**src/rtl/knn_topk_select_if.sv**
```systemverilog
// Handshake and result bundle for the k-nearest-neighbour top-5 selector.
// The master side is the query driver / result consumer; the slave side is the selector.
interface knn_topk_select_if #(
    parameter int DIST_W = 16
);
    logic              start;
    logic              K_mode;
    logic              in_valid;
    logic              in_ready;
    logic [DIST_W-1:0] in_dist;
    logic [1:0]        in_label;
    logic              in_last;
    logic [1:0]        class1;
    logic [1:0]        class2;
    logic [1:0]        class3;
    logic [1:0]        class4;
    logic [1:0]        class5;
    logic              K_mode_out;
    logic [2:0]        out_count;
    logic              out_valid;
    logic              out_ready;

    modport master (
        output start, K_mode, in_valid, in_dist, in_label, in_last, out_ready,
        input  in_ready, class1, class2, class3, class4, class5,
               K_mode_out, out_count, out_valid
    );

    modport slave (
        input  start, K_mode, in_valid, in_dist, in_label, in_last, out_ready,
        output in_ready, class1, class2, class3, class4, class5,
               K_mode_out, out_count, out_valid
    );
endinterface

```
**src/rtl/knn_topk_select.sv**
```systemverilog
// Streaming top-5 nearest-neighbour selector: keeps a stably sorted five-entry list
// of (distance, label) and presents the labels once the last sample of a query arrives.
module knn_topk_select #(
    parameter int DIST_W = 16
) (
    input  logic               clk,
    input  logic               rst_n,
    knn_topk_select_if.slave   bus
);

    typedef enum logic [1:0] {
        IDLE    = 2'd0,
        COLLECT = 2'd1,
        DONE    = 2'd2
    } state_t;

    state_t            state_r;
    state_t            state_nx_s;
    logic [4:0]        occ_r;
    logic [DIST_W-1:0] dist_r  [5];
    logic [1:0]        label_r [5];
    logic [2:0]        count_r;
    logic              kmode_r;
    logic              in_ready_r;
    logic              out_valid_r;
    logic              start_s;
    logic              accept_s;
    logic [4:0]        gt_s;

    // State register.
    always_ff @(posedge clk or negedge rst_n) begin
        if (!rst_n) begin
            state_r <= IDLE;
        end else begin
            state_r <= state_nx_s;
        end
    end

    // Next-state decode plus query-start and sample-accept strobes.
    always_comb begin
        state_nx_s = state_r;
        start_s    = 1'b0;
        accept_s   = 1'b0;
        case (state_r)
            IDLE: begin
                if (bus.start) begin
                    start_s    = 1'b1;
                    state_nx_s = COLLECT;
                end else begin
                    state_nx_s = IDLE;
                end
            end
            COLLECT: begin
                if (bus.in_valid && in_ready_r) begin
                    accept_s   = 1'b1;
                    state_nx_s = bus.in_last ? DONE : COLLECT;
                end else begin
                    state_nx_s = COLLECT;
                end
            end
            DONE: begin
                if (out_valid_r && bus.out_ready) begin
                    state_nx_s = IDLE;
                end else begin
                    state_nx_s = DONE;
                end
            end
            default: begin
                state_nx_s = IDLE;
            end
        endcase
    end

    // Per-slot "new sample belongs at or before here"; equal distances do not qualify,
    // which keeps ties stable. The vector is monotone because the list stays sorted.
    always_comb begin
        gt_s = 5'b0_0000;
        for (int i = 0; i < 5; i++) begin
            gt_s[i] = !occ_r[i] || (dist_r[i] > bus.in_dist);
        end
    end

    // Sorted slot list: cleared on start, one-cycle insert with shift-down on accept.
    always_ff @(posedge clk or negedge rst_n) begin
        if (!rst_n) begin
            occ_r <= 5'b0_0000;
            for (int i = 0; i < 5; i++) begin
                dist_r[i]  <= {DIST_W{1'b0}};
                label_r[i] <= 2'd0;
            end
        end else if (start_s) begin
            occ_r <= 5'b0_0000;
            for (int i = 0; i < 5; i++) begin
                dist_r[i]  <= {DIST_W{1'b0}};
                label_r[i] <= 2'd0;
            end
        end else if (accept_s) begin
            if (gt_s[0]) begin
                occ_r[0]   <= 1'b1;
                dist_r[0]  <= bus.in_dist;
                label_r[0] <= bus.in_label;
            end
            for (int i = 1; i < 5; i++) begin
                if (gt_s[i] && !gt_s[i-1]) begin
                    occ_r[i]   <= 1'b1;
                    dist_r[i]  <= bus.in_dist;
                    label_r[i] <= bus.in_label;
                end else if (gt_s[i]) begin
                    occ_r[i]   <= occ_r[i-1];
                    dist_r[i]  <= dist_r[i-1];
                    label_r[i] <= label_r[i-1];
                end
            end
        end
    end

    // Result bookkeeping and registered handshake flags.
    always_ff @(posedge clk or negedge rst_n) begin
        if (!rst_n) begin
            count_r     <= 3'd0;
            kmode_r     <= 1'b0;
            in_ready_r  <= 1'b0;
            out_valid_r <= 1'b0;
        end else begin
            if (start_s) begin
                count_r <= 3'd0;
                kmode_r <= bus.K_mode;
            end else if (accept_s && (count_r != 3'd5)) begin
                count_r <= count_r + 3'd1;
            end
            in_ready_r  <= (state_nx_s == COLLECT);
            out_valid_r <= (state_nx_s == DONE);
        end
    end

    // Unoccupied slots always carry label 0, so labels drive the class outputs directly.
    assign bus.class1     = label_r[0];
    assign bus.class2     = label_r[1];
    assign bus.class3     = label_r[2];
    assign bus.class4     = label_r[3];
    assign bus.class5     = label_r[4];
    assign bus.out_count  = count_r;
    assign bus.K_mode_out = kmode_r;
    assign bus.in_ready   = in_ready_r;
    assign bus.out_valid  = out_valid_r;

endmodule
```
**src/flat_wrapper.sv**
```systemverilog
// flat-port wrapper written by rule: the top's interface ports become plain ports
module knn_topk_select_flat 
#(
    parameter int DIST_W = 16
)
  (clk, rst_n, bus_start, bus_K_mode, bus_in_valid, bus_in_dist, bus_in_label, bus_in_last, bus_out_ready, bus_in_ready, bus_class1, bus_class2, bus_class3, bus_class4, bus_class5, bus_K_mode_out, bus_out_count, bus_out_valid);
  knn_topk_select_if #(.DIST_W(DIST_W)) bus_i ();
  input  logic clk;
  input  logic rst_n;
  input wire logic [$bits(bus_i.start)-1:0] bus_start;
  input wire logic [$bits(bus_i.K_mode)-1:0] bus_K_mode;
  input wire logic [$bits(bus_i.in_valid)-1:0] bus_in_valid;
  input wire logic [$bits(bus_i.in_dist)-1:0] bus_in_dist;
  input wire logic [$bits(bus_i.in_label)-1:0] bus_in_label;
  input wire logic [$bits(bus_i.in_last)-1:0] bus_in_last;
  input wire logic [$bits(bus_i.out_ready)-1:0] bus_out_ready;
  output wire logic [$bits(bus_i.in_ready)-1:0] bus_in_ready;
  output wire logic [$bits(bus_i.class1)-1:0] bus_class1;
  output wire logic [$bits(bus_i.class2)-1:0] bus_class2;
  output wire logic [$bits(bus_i.class3)-1:0] bus_class3;
  output wire logic [$bits(bus_i.class4)-1:0] bus_class4;
  output wire logic [$bits(bus_i.class5)-1:0] bus_class5;
  output wire logic [$bits(bus_i.K_mode_out)-1:0] bus_K_mode_out;
  output wire logic [$bits(bus_i.out_count)-1:0] bus_out_count;
  output wire logic [$bits(bus_i.out_valid)-1:0] bus_out_valid;
  assign bus_i.start = bus_start;
  assign bus_i.K_mode = bus_K_mode;
  assign bus_i.in_valid = bus_in_valid;
  assign bus_i.in_dist = bus_in_dist;
  assign bus_i.in_label = bus_in_label;
  assign bus_i.in_last = bus_in_last;
  assign bus_i.out_ready = bus_out_ready;
  assign bus_in_ready = bus_i.in_ready;
  assign bus_class1 = bus_i.class1;
  assign bus_class2 = bus_i.class2;
  assign bus_class3 = bus_i.class3;
  assign bus_class4 = bus_i.class4;
  assign bus_class5 = bus_i.class5;
  assign bus_K_mode_out = bus_i.K_mode_out;
  assign bus_out_count = bus_i.out_count;
  assign bus_out_valid = bus_i.out_valid;
  knn_topk_select #(.DIST_W(DIST_W)) u_core (.clk(clk), .rst_n(rst_n), .bus(bus_i));
endmodule
```
**config.mk**
```make
export PLATFORM = sky130hd
export DESIGN_NAME = knn_topk_select_flat
export DESIGN_NICKNAME = d
export VERILOG_FILES = /design/src/rtl/knn_topk_select_if.sv /design/src/rtl/knn_topk_select.sv /design/src/flat_wrapper.sv
export SDC_FILE = /design/constraint.sdc
export NUM_CORES = 1
export LEC_CHECK = 0
export ABC_AREA = 0
export CAP_MARGIN = 40
export CORE_MARGIN = 2
export CORE_UTILIZATION = 65
export DETAILED_ROUTE_END_ITERATION = 7
export GPL_TIMING_DRIVEN = 0
export HOLD_SLACK_MARGIN = 0.12
export PLACE_DENSITY_LB_ADDON = 0.25
export SYNTH_ARGS = -nofsm -noshare
export SYNTH_HDL_FRONTEND = slang
export SYNTH_SLANG_ARGS = --single-unit
```
**constraint.sdc**
```tcl
create_clock -name clk -period 5.11 [get_ports clk]
set_input_delay 1.022 -clock clk [delete_from_list [all_inputs] [get_ports clk]]
set_output_delay 1.022 -clock clk [all_outputs]
set_load 0.01 [all_outputs]
```
==> results.py <==
metrics = {
    "clock_tree": {
        "cts_tree": "done",
        "cts_htree_levels": 3,
        "cts.hold.buffers_added": 0,
        "cts_inserted_buffers": 9,
        "clkTransAtPathRegs_ps": 100,
        "cts.repair.resized": 0,
        "library_cell_used_as_clock_root_buffer": "clkbuf_8",
        "clock_path_buffers": 2,
        "post-cts-setup-buffers": 0,
        "clkSinkCount": 103,
        "clock_latency_ps": 390,
    },
    "power": {
        "power.share.sequential_pct": 35.7,
        "p_comb_share_pct": 50.5,
        "fraction_of_power_consumed_by_the_clock_network_pct": 13.8,
        "totalPowerFinal_w": 0.004149,
        "ir_drop_worst_vdd_mv": 0.3270,
        "power.net_switching_w": 0.001842,
        "cell_internal_pwr_w": 0.002307,
        "netSwitchingFraction_pct": 44.40,
        "power-per-cell-area_nw_per_um2": 542.0,
        "p_leak_nw": 3.324,
    },
    "yosys": {
        "synth_cell_types": 55,
        "synth_enable_flop_cells": 0,
        "yosysSeqAreaShare_pct": 37.65,
        "syn-cell-area_um2": 6847,
        "postSynth.asyncResetShare_pct": 100.0,
        "yosys_warnings": 0,
        "synth_cells": 738,
        "synth-seq-cells": 103,
        "postSynthNetCount": 845,
        "mean_cell_area_of_the_mapped_netlist_um2": 9.277,
        "yosys_most_used_dff": "dfrtp_1",
    },
    "floorplan": {
        "fp.dieArea_um2": 11370,
        "start_util_pct": 66.62,
        "die_span_y_um": 106.6,
        "coreArea_um2": 10280,
        "top_level_ports": 41,
        "std_cell_rows": 37,
        "die_x_um": 106.6,
    },
    "global_route": {
        "globalRouteOverflowTotal": 0,
        "grt_pass1_wl_mm": 30.60,
        "gr-usage-met1_pct": 43.63,
        "pin_count_of_the_biggest_net_entering_global_routing": 69,
        "first_global_vias": 6196,
        "grt_util_met3_pct": 5.836,
        "gr_peak_layer": "met2",
        "antenna_found_initial": 0,
        "grt_util_met2_pct": 58.60,
        "globalRouteTotalUtil_pct": 34.51,
    },
    "min_path": {
        "hold_path_cells": 2,
        "hold_class": "flip-flop to flip-flop",
        "whs_endpoint": "u_core.bus.K_mode_out",
        "worst_hold_startpoint": "u_core.bus.K_mode_out",
    },
    "routing": {
        "first_pass_iters": 5,
        "detail_route.vias_per_cell": 6.870,
        "drt_iter0_markers": 550,
        "average_wire_per_standard_cell_um": 20.56,
        "post-route-drc-count": 0,
        "route.antenna.remaining_nets": 0,
        "wl_mm": 19.14,
        "via_count": 6396,
    },
    "critical_path": {
        "timing.critical_path.required_ps": 5370,
        "r2r_setup_slk_ps": 2150,
        "critical_path.most_common_cell": "clkbuf_1",
        "critical_path.max_fanout": 10,
        "cp_max_stage_cell": "clkdlybuf4s50_1",
        "timing.critical_path.from_type": "primary input",
        "worst_path_largest_cell_delay_ps": 640,
        "end_kind": "flip-flop",
        "crit_path_start": "bus_in_dist[11]",
        "critPathKind": "primary input to flip-flop",
        "timing.critical_path.buf_inv": 4,
        "worst_path_dominant_cell_family": "buffers and inverters",
        "count_of_cells_along_the_worst_register_to_register_path": 9,
        "r2r_start": "u_core.dist_r[27]",
        "cp_cell_sequence": "clkdlybuf4s50_1, inv_1, ha_1, and4_1, nand2_1, or4_1, and2_1, clkbuf_1, clkbuf_1, o2111ai_1, o211ai_1",
        "worst_r2r_endpoint": "u_core.dist_r[31]",
        "cp.arrival_ps": 4390,
    },
    "placement": {
        "worst_slack_after_detailed_placement_ps": 702.4,
        "dp.final_hpwl_mm": 14.99,
        "gpl.final_weighted_congestion": 0.9243,
        "portBuffers": 40,
    },
    "sta": {
        "period_needed_ps": 4134,
        "drv_slew": 0,
        "setup_total_negative_slack_ps": 0,
        "worst_clock_skew_ps": 12.19,
        "timing.final.hold_violations": 0,
        "post-route-worst-setup-slack_ps": 975.7,
        "timing.final.crit_share_pct": 80.91,
        "maxClockFrequency_ghz": 0.2419,
        "max-slew-margin-rel_pct": 41.56,
        "worst-slew-pin-transition_ps": 871.8,
        "unrepaired_setup_endpoints_after_global_routing": "false",
        "final-setup-viol-count": 0,
    },
    "finish": {
        "syn2layout_area_growth_pct": 11.81,
        "antenna_cells": 0,
        "filler_cell_count": 780,
        "design.final.nets": 897,
        "post_route_cells_drive_above_1_share_pct": 5.535,
    },
    "status": {
        "status": "completed",
    },
    "job": {
        "max_cap_violations": 0,
    },
}
==> placed cells by master, fill, tap and decap left out, types with 7 or more instances in the layout <==
| master | netlist | layout |
|---|---|---|
| dfrtp_1 | 103 | 103 |
| a21oi_1 | 87 | 87 |
| ha_1 | 82 | 82 |
| nand2_1 | 66 | 66 |
| nand3_1 | 64 | 64 |
| o21ai_0 | 44 | 44 |
| o211ai_1 | 42 | 42 |
| clkdlybuf4s50_1 | 0 | 39 |
| a221o_1 | 36 | 36 |
| clkbuf_1 | 33 | 34 |
| inv_1 | 29 | 29 |
| a31oi_1 | 18 | 18 |
| o2111ai_1 | 18 | 18 |
| nor2_1 | 17 | 17 |
| nand4_1 | 14 | 14 |
| buf_2 | 10 | 10 |
| clkbuf_8 | 0 | 9 |
| nor2b_1 | 7 | 7 |
==> cell usage after synthesis (all sizes together), types with 4 or more instances <==
library cell	number	share of area [%]
inv	29	1.6
clkbuf	33	1.8
ha	82	15
nand4	15	1.5
buf	18	1.5
nor3	4	0.69
o21a	5	0.55
a221o	36	5.3
a21oi	88	6.5
nand2	66	3.6
nor2	18	1.1
o211ai	42	4.6
a31oi	18	1.6
nand3	64	4.7
o2111ai	18	2.3
o21ai	45	3.3
and3	4	0.37
nor2b	7	0.64
dfrtp	103	38
==> sequential cells by signal, indices dropped and copies added, names as in the netlist <==
signal and count:
u_core.occ_r 5, u_core.bus.class2 2, u_core.state_r 2, u_core.bus.class4 2, u_core.bus.class5 2, u_core.bus.out_valid 1
u_core.dist_r 80, u_core.bus.class3 2, u_core.bus.class1 2, u_core.bus.K_mode_out 1, u_core.bus.out_count 3, u_core.bus.in_ready 1
==> power groups by stage <==
| stage | registers, W | clock network, W | logic [W] |
|---|---|---|---|
| 2_1_floorplan | 0.00142 | 0 | 0.00146 |
| 3_3_place_gp | 0.00146 | 0 | 0.00193 |
| 3_5_place_dp | 0.00148 | 0 | 0.00205 |
| 4_1_cts | 0.00147 | 0.000565 | 0.00207 |
| 5_1_grt | 0.00151 | 0.000593 | 0.00233 |
| 6_report | 0.00148 | 0.000571 | 0.00210 |
==> metrics by stage <==
step	cells	cell area (um2)	hold slack (ps)	utilization, %
after floorplan	738	6847	468.8	-
after global placement	914	7417	462.8	72.17
after detailed placement	915	7442	468.7	72.41
after CTS	931	7655	497.6	74.48
after global routing	931	7655	525.0	74.48
final	931	7655	491.0	74.48
==> routing by layer <==
layer / vias to the layer above / wire length, um
met2: 355 / 9373
met5: - / 0
li1: 2949 / -
met4: 0 / 615
met3: 60 / 1682
met1: 3032 / 7471
==> cell families (layout without fill, tap and decap cells) <==
logic type,count (synthesis),in the layout,synth area share (%)
compound gates,277,277,27.72
xor+xnor,1,1,0.1279
fa+ha+maj,82,82,14.99
buf+inv,80,137,4.898
flops,103,103,37.65
simple gates,195,195,14.62
==> area by class of cell <==
| type | count | area, um2 | share of cell area [%] |
|---|---|---|---|
| buffer | 51 | 226.5 | 2.958 |
| clock buffer | 10 | 127.6 | 1.667 |
| clock inverter | 6 | 85.08 | 1.111 |
| inverter | 29 | 108.9 | 1.422 |
| multi-input combinational | 555 | 3934 | 51.39 |
| sequential | 103 | 2577 | 33.67 |
| tap | 136 | 170.2 | 2.223 |
| timing repair buffer | 41 | 425.4 | 5.557 |
==> worst max path at each step <==
stage / end / cells past startpoint
2_1_floorplan: u_core.bus.class2[1] / 9
3_3_place_gp: u_core.dist_r[25] / 1
6_report: u_core.dist_r[31] / 11
4_1_cts: u_core.bus.class4[1] / 11
3_5_place_dp: u_core.bus.class4[1] / 11
5_1_grt: u_core.dist_r[22] / 11
==> worst reg2reg max path, delay by kind of cell (launching register included) <==
| family | cells | cell delay (ps) |
|---|---|---|
| flip-flops | 1 | 420 |
| AND/OR/NAND/NOR | 4 | 1230 |
| adder cells (fa/ha/maj) | 1 | 340 |
| AO/OA/AOI/OAI | 2 | 320 |
| buffers and inverters | 2 | 520 |
Power figures use the tool's default switching activity.
==> RTL edit: new RTL, same flow settings <==
Encoding of `state_t`: now one-hot (3 bits for 3 states).
--- a/src/rtl/knn_topk_select.sv
+++ b/src/rtl/knn_topk_select.sv
@@ -10,6 +10,6 @@
 
-    typedef enum logic [1:0] {
-        IDLE    = 2'd0,
-        COLLECT = 2'd1,
-        DONE    = 2'd2
+    typedef enum logic [2:0] {
+        IDLE    = 3'b001,
+        COLLECT = 3'b010,
+        DONE    = 3'b100
     } state_t;
Function: same outputs for any inputs over 4 cycles, from zero or initial values and one cycle with rst_n low; so few cycles prove little.
==> RTL edit against the original RTL <==
Clock skew about the same. First-iteration DRC count down 11%. Routed wire length down 7.5%. Sequential cell count up 1. Cell area down 0.25%. Final cell count down 2.0%. Synthesized area down 0.48%. Setup slack worse by 0.12 ns. Non-clock buffer count down 12.
Power is not compared: it rests on default switching activity, and its combinational part moved more than twofold at a synthesized area within 25%.
==> RTL edit: results (changes against the original RTL) <==
* Outcome: finished clean
* Worst skew pair latency at 0.37 ns (-0.02 ns)
* FF/Latch Area at 2600 um^2 (+1.0%)
* Clk_skew at 0.0118 ns (-0.000371 ns)
* Critical Path AT at 4.50 ns (+0.11 ns)
* Post-route minimum period at 4.25 ns (+0.115 ns)
* DP Area at 7410 um^2 (-0.44%)
* Area occupied by multi-input gates at 3920 um^2 (-0.48%)
* Worst r2r src: u_core.dist_r[79]
* Final Instance Count excl. Fillers at 912 (-2.0%)
* ClkCell Share at 2.97% (+0.19 points)
* Synth cell count leaders: 104 x nand2_1, 103 x dfrtp_1, 93 x mux2i_1
* Worst slew margin at 35.7% (-5.9 points)
* Fill count at 735 (-5.8%)
* GPL Wtd Cong at 0.934 (+1.0%)
* Largest net degree at the start of global routing at 71 (+2.9%)
* Nets at 878 (-2.1%)
* CTS sink count at 104 (+0.97%)
* Multi-input logic portion of the cell area at 51.3% (-0.12 points)
* DR WL met2 at 8.91 mm (-5.0%)
* Wire length per cell at 19.4 um (-5.6%)
* Number of DRC markers in iteration 0 at 488 (-11%)
* Non-CTS buffers at 80 (-13%)
* R2R Setup Slk at 2.00 ns (-0.15 ns)
* Multi-In Gates at 549 (-1.1%)
* Post-DP HPWL at 13.6 mm (-9.2%)
* Grt met1 use at 41.8% (-1.8 points)
* Vias in the first global route at 6,115 (-1.3%)
* Dpl cells at 896 (-2.1%)
* Wl on met1 at 7.25 mm (-3.0%)
* GRT met3 Usage at 5.09% (-0.75 points)
* First-pass GRT wire length at 29.3 mm (-4.3%)
* Avg Inst Size Synth at 9.48 um^2 (+2.2%)
* Max stage delay on crit path at 0.61 ns (-0.03 ns)
==> RTL edit: cell count changes after synthesis, sizes merged, moves of 18 or more <==
cell     delta
mux2i      +93
o211ai     -40
nand2      +39
a221o      -36
nand3      -25
a21oi      -20
a31oi      +20
o2111ai    -18
==> RTL edit: worst min path at each step <==
stage,start,to
5_1_grt,u_core.dist_r[48],u_core.dist_r[48]
3_5_place_dp,u_core.bus.K_mode_out,u_core.bus.K_mode_out
6_report,u_core.bus.K_mode_out,u_core.bus.K_mode_out
4_1_cts,u_core.bus.K_mode_out,u_core.bus.K_mode_out
2_1_floorplan,u_core.state_r[2],u_core.state_r[0]
3_3_place_gp,u_core.bus.K_mode_out,u_core.bus.K_mode_out
==> RTL edit: cells by family after synthesis <==
kind of cell	after synthesis	share of synthesized area, %
compound gates	163	13.8
xor+xnor	1	0.129
fa+ha+maj	82	15.1
buf+inv	66	4.33
flops	104	38.2
mux	93	13.7
simple gates	210	14.8
